[config.mk]
export PLATFORM = sky130hd
export DESIGN_NAME = paddle_key_conditioner_flat
export DESIGN_NICKNAME = d
export VERILOG_FILES = /design/src/rtl/paddle_key_conditioner_if.sv /design/src/rtl/paddle_key_conditioner.sv /design/src/flat_wrapper.sv
export SDC_FILE = /design/constraint.sdc
export NUM_CORES = 1
export LEC_CHECK = 0
export ABC_AREA = 0
export CORE_MARGIN = 2
export CORE_UTILIZATION = 55
export CTS_BUF_LIST = sky130_fd_sc_hd__clkbuf_4 sky130_fd_sc_hd__clkbuf_8
export CTS_CLUSTER_DIAMETER = 30
export DETAILED_ROUTE_END_ITERATION = 12
export PLACE_DENSITY = 0.76
export SYNTH_ARGS = -nofsm -noshare
export SYNTH_HDL_FRONTEND = slang
export SYNTH_SLANG_ARGS = --single-unit
export TNS_END_PERCENT = 20
[constraint.sdc]
create_clock -name pixelClock -period 3.45 [get_ports pixelClock]
set_input_delay 0.345 -clock pixelClock [delete_from_list [all_inputs] [get_ports pixelClock]]
set_output_delay 0.345 -clock pixelClock [all_outputs]
set_load 0.01 [all_outputs]
[src/rtl/paddle_key_conditioner_if.sv]
// Raw DE2-115 keys in, conditioned paddle levels and serve strobe out.
interface paddle_key_conditioner_if;
  logic       keyUpRaw;
  logic       keyDownRaw;
  logic       keyServeRaw;
  logic       raket_up;
  logic       raket_down;
  logic       servePulse;
  logic [2:0] keyState;

  modport master (output keyUpRaw, keyDownRaw, keyServeRaw,
                  input  raket_up, raket_down, servePulse, keyState);
  modport slave  (input  keyUpRaw, keyDownRaw, keyServeRaw,
                  output raket_up, raket_down, servePulse, keyState);
endinterface

[src/rtl/paddle_key_conditioner.sv]
// Push-button conditioner: 2-FF sync, per-key debounce, direction conflict
// resolution and a one-shot serve strobe, all in the pixelClock domain.

module key_debounce #(
  parameter int DEBOUNCE_CYCLES = 325000,
  parameter int CNT_W           = 19
) (
  input  logic pixelClock,
  input  logic reset,
  input  logic pressed,
  output logic db
);
  localparam logic [CNT_W-1:0] CNT_LAST = CNT_W'(DEBOUNCE_CYCLES - 1);

  logic [CNT_W-1:0] cnt;

  // Any sample agreeing with db restarts the run; db moves only after a full run.
  always_ff @(posedge pixelClock or posedge reset) begin
    if (reset) begin
      cnt <= '0;
      db  <= 1'b0;
    end else if (pressed == db) begin
      cnt <= '0;
    end else if (cnt == CNT_LAST) begin
      db  <= pressed;
      cnt <= '0;
    end else begin
      cnt <= cnt + CNT_W'(1);
    end
  end
endmodule

module paddle_key_conditioner #(
  parameter int DEBOUNCE_CYCLES = 325000,
  parameter int CNT_W           = 19,
  parameter bit KEY_ACTIVE_LOW  = 1'b1
) (
  input logic                      pixelClock,
  input logic                      reset,
  paddle_key_conditioner_if.slave  keys
);
  localparam int NUM_LANES = 3;
  localparam int STAGES    = 1;

  logic [NUM_LANES-1:0]      raw, pressed, db;
  logic [1:0][NUM_LANES-1:0] sync;
  logic [STAGES:0]           vld_pipe;
  logic                      serve_armed, db_serve_d;
  logic                      raket_up_q, raket_down_q, serve_pulse_q;

  assign raw     = {keys.keyServeRaw, keys.keyDownRaw, keys.keyUpRaw};
  assign pressed = sync[1] ^ {NUM_LANES{KEY_ACTIVE_LOW}};

  key_debounce #(
    .DEBOUNCE_CYCLES (DEBOUNCE_CYCLES),
    .CNT_W           (CNT_W)
  ) u_lane [NUM_LANES-1:0] (
    .pixelClock (pixelClock),
    .reset      (reset),
    .pressed    (pressed),
    .db         (db)
  );

  // vld_pipe marks when sync[1] carries a real post-reset key sample, so a
  // serve key held through reset cannot arm from the reset-loaded level.
  always_ff @(posedge pixelClock or posedge reset) begin
    if (reset) begin
      sync          <= {2*NUM_LANES{KEY_ACTIVE_LOW}};
      vld_pipe      <= '0;
      serve_armed   <= 1'b0;
      db_serve_d    <= 1'b0;
      raket_up_q    <= 1'b0;
      raket_down_q  <= 1'b0;
      serve_pulse_q <= 1'b0;
    end else begin
      sync          <= {sync[0], raw};
      vld_pipe      <= {vld_pipe[STAGES-1:0], 1'b1};
      if (vld_pipe[STAGES] && !pressed[2] && !db[2])
        serve_armed <= 1'b1;
      db_serve_d    <= db[2];
      raket_up_q    <= db[0] & ~db[1];
      raket_down_q  <= db[1] & ~db[0];
      serve_pulse_q <= serve_armed & db[2] & ~db_serve_d;
    end
  end

  assign keys.raket_up   = raket_up_q;
  assign keys.raket_down = raket_down_q;
  assign keys.servePulse = serve_pulse_q;
  assign keys.keyState   = db;
endmodule

[src/flat_wrapper.sv]
// flat-port wrapper written by rule: the top's interface ports become plain ports
module paddle_key_conditioner_flat 
#(
  parameter int DEBOUNCE_CYCLES = 325000,
  parameter int CNT_W           = 19,
  parameter bit KEY_ACTIVE_LOW  = 1'b1
)
  (pixelClock, reset, keys_keyUpRaw, keys_keyDownRaw, keys_keyServeRaw, keys_raket_up, keys_raket_down, keys_servePulse, keys_keyState);
  paddle_key_conditioner_if keys_i ();
  input logic pixelClock;
  input logic reset;
  input wire logic [$bits(keys_i.keyUpRaw)-1:0] keys_keyUpRaw;
  input wire logic [$bits(keys_i.keyDownRaw)-1:0] keys_keyDownRaw;
  input wire logic [$bits(keys_i.keyServeRaw)-1:0] keys_keyServeRaw;
  output wire logic [$bits(keys_i.raket_up)-1:0] keys_raket_up;
  output wire logic [$bits(keys_i.raket_down)-1:0] keys_raket_down;
  output wire logic [$bits(keys_i.servePulse)-1:0] keys_servePulse;
  output wire logic [$bits(keys_i.keyState)-1:0] keys_keyState;
  assign keys_i.keyUpRaw = keys_keyUpRaw;
  assign keys_i.keyDownRaw = keys_keyDownRaw;
  assign keys_i.keyServeRaw = keys_keyServeRaw;
  assign keys_raket_up = keys_i.raket_up;
  assign keys_raket_down = keys_i.raket_down;
  assign keys_servePulse = keys_i.servePulse;
  assign keys_keyState = keys_i.keyState;
  paddle_key_conditioner #(.DEBOUNCE_CYCLES(DEBOUNCE_CYCLES), .CNT_W(CNT_W), .KEY_ACTIVE_LOW(KEY_ACTIVE_LOW)) u_core (.pixelClock(pixelClock), .reset(reset), .keys(keys_i));
endmodule
# Yosys cells after proc, flatten, opt, wreduce, memory -nomap -nowiden

Cells that the tools add are included.

Reduce and logical (&&, ||, !) cells: 7
$add $sub $neg: 3
Multiplexer cells: 6
Multiply operators: 0
Equality and inequality tests: 6
Div/mod/pow operators: 0
Shifts and indexed selects: 0
$lt $le $gt $ge: 0
Bitwise operators: 11

Operators by type and width:

| cell                                           | number |
|---|---|
| two-way mux 19 bit                             | 6 |
| adder 19 x 1 -> 19 bit (second input constant) | 3 |
| equality test 19 bit (second input constant)   | 3 |
| NOT 1 bit                                      | 6 |
| AND reduction 2 bit                            | 3 |
| AND 1 bit                                      | 4 |
| equality test 1 bit                            | 3 |
| NOT 3 bit                                      | 1 |
| logical AND 1 bit                              | 2 |
| logical NOT 1 bit                              | 2 |

Memory bits (writable): 0
Register bits after elaboration: 73
Memory bits (read-only): 0
Memories kept: 0
Latch bits: 0

# Logic depth before layout (Yosys ltp)

Word-level depth: 4
Depth in mapped cells: 6
Mapped depth without buffers: 5

# Modules after synthesis

From an unflattened synthesis, not the netlist that was laid out.

Cell total of the unflattened synthesis: 330
Area, all modules: 3500.9 um2

Modules (own cells, without submodules):

| module                 | instances | area an instance (um2) | cells each |
|---|---|---|---|
| key_debounce           | 3         | 1038.5                 | 102 |
| paddle_key_conditioner | 1         | 385.4                  | 24 |

# Least setup slack after synthesis

Ideal clock, no wire load.

Path type: register -> register
Start point: reg u_core.u_lane[1].cnt[3]
End point: reg u_core.u_lane[1].cnt[10]
Data required time: 3331 ps
Buffers on the path: 2
Setup slack: 1424 ps
Arrival: 1907 ps
Cell stages (with the launch flop): 7
Cell sequence: dfrtp_1 > buf_6 > or4_1 > or4_4 > o21ai_4 > buf_6 > nor2_1

Longest elaborated chain between the ends: 3
Elaborated cells on any way between the ends: 4
Classes of those cells: add/sub: 1; eq/ne: 1; mux: 2

RTL lines:

| element                                                               | line                                                       | text |
|---|---|---|
| start, declared                                                       | paddle_key_conditioner.sv:15                               | `logic [CNT_W-1:0] cnt;` |
| start signal, assigned                                                | paddle_key_conditioner.sv:28                               | `cnt <= cnt + CNT_W'(1);` |
| adder 19 x 1 -> 19 bit / equality test 19 bit (equally long branches) | paddle_key_conditioner.sv:28, paddle_key_conditioner.sv:24 |  |
| two-way mux 19 bit *                                                  | paddle_key_conditioner.sv:24                               | `end else if (cnt == CNT_LAST) begin` |
| two-way mux 19 bit *                                                  | paddle_key_conditioner.sv:22                               | `end else if (pressed == db) begin` |

Mark *: on every way between the ends. The rest lies on a longest branch, timed or not.
A chain may end at the register's enable or synchronous reset.

# Worst setup path in the final report

Start point: reg u_core.u_lane[1].cnt[5]
End point: reg u_core.u_lane[1].cnt[2]

Longest elaborated chain between the ends: 3

RTL lines:

| element              | line |
|---|---|
| equality test 19 bit | paddle_key_conditioner.sv:24 |
| two-way mux 19 bit   | paddle_key_conditioner.sv:24 |
| two-way mux 19 bit   | paddle_key_conditioner.sv:22 |

No other way between the ends.

==> flow_summary.toml <==
[clock_network]
cts_hold_bufs = 0
postCtsResizedCells = 0
cts_inserted_buffers = 9
clock_latency_ns = 0.34
tritoncts = "yes"
cts.path.max_buffers = 2
cts-htree-levels = 3
cts_post_setup_buffers_inserted = 0
cts.sinks = 73
cts.clk_slew.worst_paths_ns = 0.07
ctsRootBufferMaster = "sky130_fd_sc_hd__clkbuf_8"

[setup_path]
ff2ff_path_depth = 4
timing.critical_path.depth = 4
timing.reg2reg.setup_slack_ns = 1.29
crit_path_max_incr_delay_ns = 0.55
setup.worst_path.start_class = "flip-flop"
crit_path_max_delay_cell_type = "sky130_fd_sc_hd__or4_4"
arrival_ns = 2.36
critPathTopFamily = "simple AND/OR/NAND/NOR gates"
cp-endpoint = "u_core.u_lane[1].cnt[2]$_DFF_PP0_"
worstSetupEndpointType = "flip-flop"
setup.worst_path.class = "flip-flop to flip-flop"
crit_path_cell_trace = "or4_1, or4_4, o21ai_4, nor2_1"
critical_path_required_ns = 3.65
critical_path.reg2reg.endpoint = "u_core.u_lane[1].cnt[2]$_DFF_PP0_"
crit_path_start = "u_core.u_lane[1].cnt[5]$_DFF_PP0_"
critical_path.max_fanout = 19
r2r-start = "u_core.u_lane[1].cnt[5]$_DFF_PP0_"
path_buf_inv = 0

[floorplanning]
number_of_standard_cell_rows_in_the_floorplan = 28
die_x_um = 82.26
core_region_area_um2 = 5921
floorplan.io_pins = 11
initial_utilization_pct = 56.89
fp.dieH_um = 82.26
fp.dieArea_um2 = 6766

[min_path]
hold_class = "input pin to async pin"

[sta]
hold-worst-slack_ns = 0.3188
timing.slew.headroom_pct = 48.67
setup_repair_after_global_routing_missed_its_margin = "false"
final_layout_setup_total_negative_slack_ns = 0
drv_slew = 0
measured_slew_at_the_worst_slew_check_pin_ns = 0.7653
report.final.hold_viol_count = 0
maximum_clock_frequency_ghz = 0.4639
post-route-period-util_pct = 62.48
worst_clock_skew_ns = 0.006397
final_critical_path_setup_slack_ns = 1.294
final.min_clock_period_ns = 2.156
timing.final.setup_violations = 0

[run_status]
result_of_the_run = "finished, final reports clean"

[layout]
drive_gt1_share_pct = 9.456
nFillCells = 487
design.final.nets = 352
insertedDiodeCount = 0
final_common_cell = "sky130_fd_sc_hd__dfrtp_1"
layout-area-overhead-vs-synth_pct = 11.40
most_used_cells_in_the_layout_excluding_fill_and_tap_cells = "67 x sky130_fd_sc_hd__dfrtp_1, 60 x sky130_fd_sc_hd__nor2_1, 35 x sky130_fd_sc_hd__xnor2_1"

[global_routing]
grt_usage_pct = 19.34
grt.met3_usage_pct = 4.239
grt_antenna_before_repair = 0
grt_overflow_total = 0
via_count_of_the_first_global_routing_pass = 2159
global_route.peak_usage_layer = "met2"
grt_use_met2_pct = 29.68
met1_usage_pct = 26.22
first_pass_grt_wire_length_um = 9880
grt_start_max_net_pins = 28

[power_and_ir_drop]
power.leakage_nw = 1.471
ir_drop_v = 0.0002957
power.density_nw_per_um2 = 447.0

[placed_design]
place.detailed.hpwl_um = 4028
placement.setup.worst_slack_ns = 1.281
numPortBuffers = 10
gp_congestion = 0.7898

[yosys]
seq_area_frac_synth_pct = 54.46
synth.net_count = 337
syn_avg_cell_area_um2 = 10.24
syn-instance-count = 329
yosysWarningCount = 0
number_of_synthesized_flops_with_an_enable_pin = 0
yosys.cell_types.count = 39
post_synth_instance_area_um2 = 3368
asyncSetResetFlopFracSynth_pct = 100.0
ys.flop_type = "sky130_fd_sc_hd__dfrtp_1"
synth.ff_latch_count = 73

[detailed_routing]
route.detailed.wl_per_inst_um = 13.94
viasPerCell = 5.616
antenna_violating_nets_post_route = 0
drcViolationCount = 0
num_vias = 2381
routed_wl_um = 5910
firstDrtPassIters = 4
drt_first_iter_violations = 131

[flow_run]
max_cap_viol_count = 0
-- sequential cells by signal, summed over array words and instances (netlist names) --
name / flops
u_core.serve_armed: 1
u_core.u_lane.db: 3
u_core.keys.raket_down: 1
u_core.keys.raket_up: 1
u_core.keys.servePulse: 1
u_core.u_lane.cnt: 57
u_core.db_serve_d: 1
u_core.sync: 6
u_core.vld_pipe: 2
-- per-layer routing --
| metal | up-vias | wire length, um | part of all wire (%) |
|---|---|---|---|
| li1 | 1167 | - | - |
| met1 | 1169 | 2790 | 47 |
| met2 | 33 | 2841 | 48 |
| met3 | 12 | 171 | 2.9 |
| met4 | 0 | 107 | 1.8 |
| met5 | - | 0 | 0 |
-- synth_stat cells, types with 4 or more instances --
master	number	share of area, %
sky130_fd_sc_hd__xor2_1	10	2.6
sky130_fd_sc_hd__clkbuf_1	5	0.56
sky130_fd_sc_hd__nor3_1	11	1.6
sky130_fd_sc_hd__nand3_1	20	3.0
sky130_fd_sc_hd__nand4_1	15	2.8
sky130_fd_sc_hd__nor4_1	9	1.7
sky130_fd_sc_hd__o21ai_0	7	1.0
sky130_fd_sc_hd__or3_1	8	1.5
sky130_fd_sc_hd__xnor2_1	35	9.1
sky130_fd_sc_hd__nor2_1	60	6.7
sky130_fd_sc_hd__nor4b_1	4	1.0
sky130_fd_sc_hd__dfrtp_1	67	50
sky130_fd_sc_hd__dfstp_2	6	4.7
sky130_fd_sc_hd__inv_1	11	1.2
sky130_fd_sc_hd__a21oi_1	9	1.3
sky130_fd_sc_hd__nand2_1	15	1.7
-- through the flow --
step	utilization [%]	area, um^2	power, mW	std cells
2_1_floorplan	-	3368	0.9354	329
3_3_place_gp	59.59	3528	0.9526	408
3_5_place_dp	59.59	3528	0.9547	408
4_1_cts	63.38	3752	1.697	424
5_1_grt	63.38	3752	1.741	424
6_report	63.38	3752	1.677	424
-- power breakdown --
part,internal [mW],switching (mW)
combinational,0.0177,0.0366
sequential,0.871,0.0107
clock,0.434,0.307
-- final cells by class --
type,instances,area [um^2],share of cell area [%]
tap,75,93.84,2.501
clock inverter,5,78.83,2.101
clock buffer,11,145.1,3.868
inverter,11,41.29,1.100
multi-input combinational,235,1429,38.08
timing repair buffer,14,130.1,3.468
sequential,73,1834,48.88
-- worst register-to-register path, stage by stage, from the launching register on --
cell	delay, ns
sky130_fd_sc_hd__dfrtp_1	0.42
sky130_fd_sc_hd__or4_1	0.50
sky130_fd_sc_hd__or4_4	0.55
sky130_fd_sc_hd__o21ai_4	0.44
sky130_fd_sc_hd__nor2_1	0.11
-- cells by family (layout without fill, tap and decap cells) --
logic type,count (synthesis),count (layout),synth area share (%)
buf+inv,21,41,3.120
simple gates,160,160,24.22
other cells,1,1,0.1113
mux,3,3,0.8916
compound gates,23,23,4.383
fa+ha+maj,3,3,1.115
xor+xnor,45,45,11.70
flops,73,73,54.46
-- worst min-delay path by stage --
| stage | slack, ns | endpoint | depth (start not counted) | from |
|---|---|---|---|---|
| 2_1_floorplan | 0.33 | u_core.vld_pipe[1]$_DFF_PP0_ | 0 | u_core.vld_pipe[0]$_DFF_PP0_ |
| 3_3_place_gp | 0.33 | u_core.vld_pipe[1]$_DFF_PP0_ | 0 | u_core.vld_pipe[0]$_DFF_PP0_ |
| 3_5_place_dp | 0.34 | u_core.vld_pipe[1]$_DFF_PP0_ | 0 | u_core.vld_pipe[0]$_DFF_PP0_ |
| 4_1_cts | 0.33 | u_core.serve_armed$_DFFE_PP0P_ | 2 | reset |
| 5_1_grt | 0.36 | u_core.serve_armed$_DFFE_PP0P_ | 2 | reset |
| 6_report | 0.32 | u_core.serve_armed$_DFFE_PP0P_ | 2 | reset |
Power figures use the tool's default switching activity.
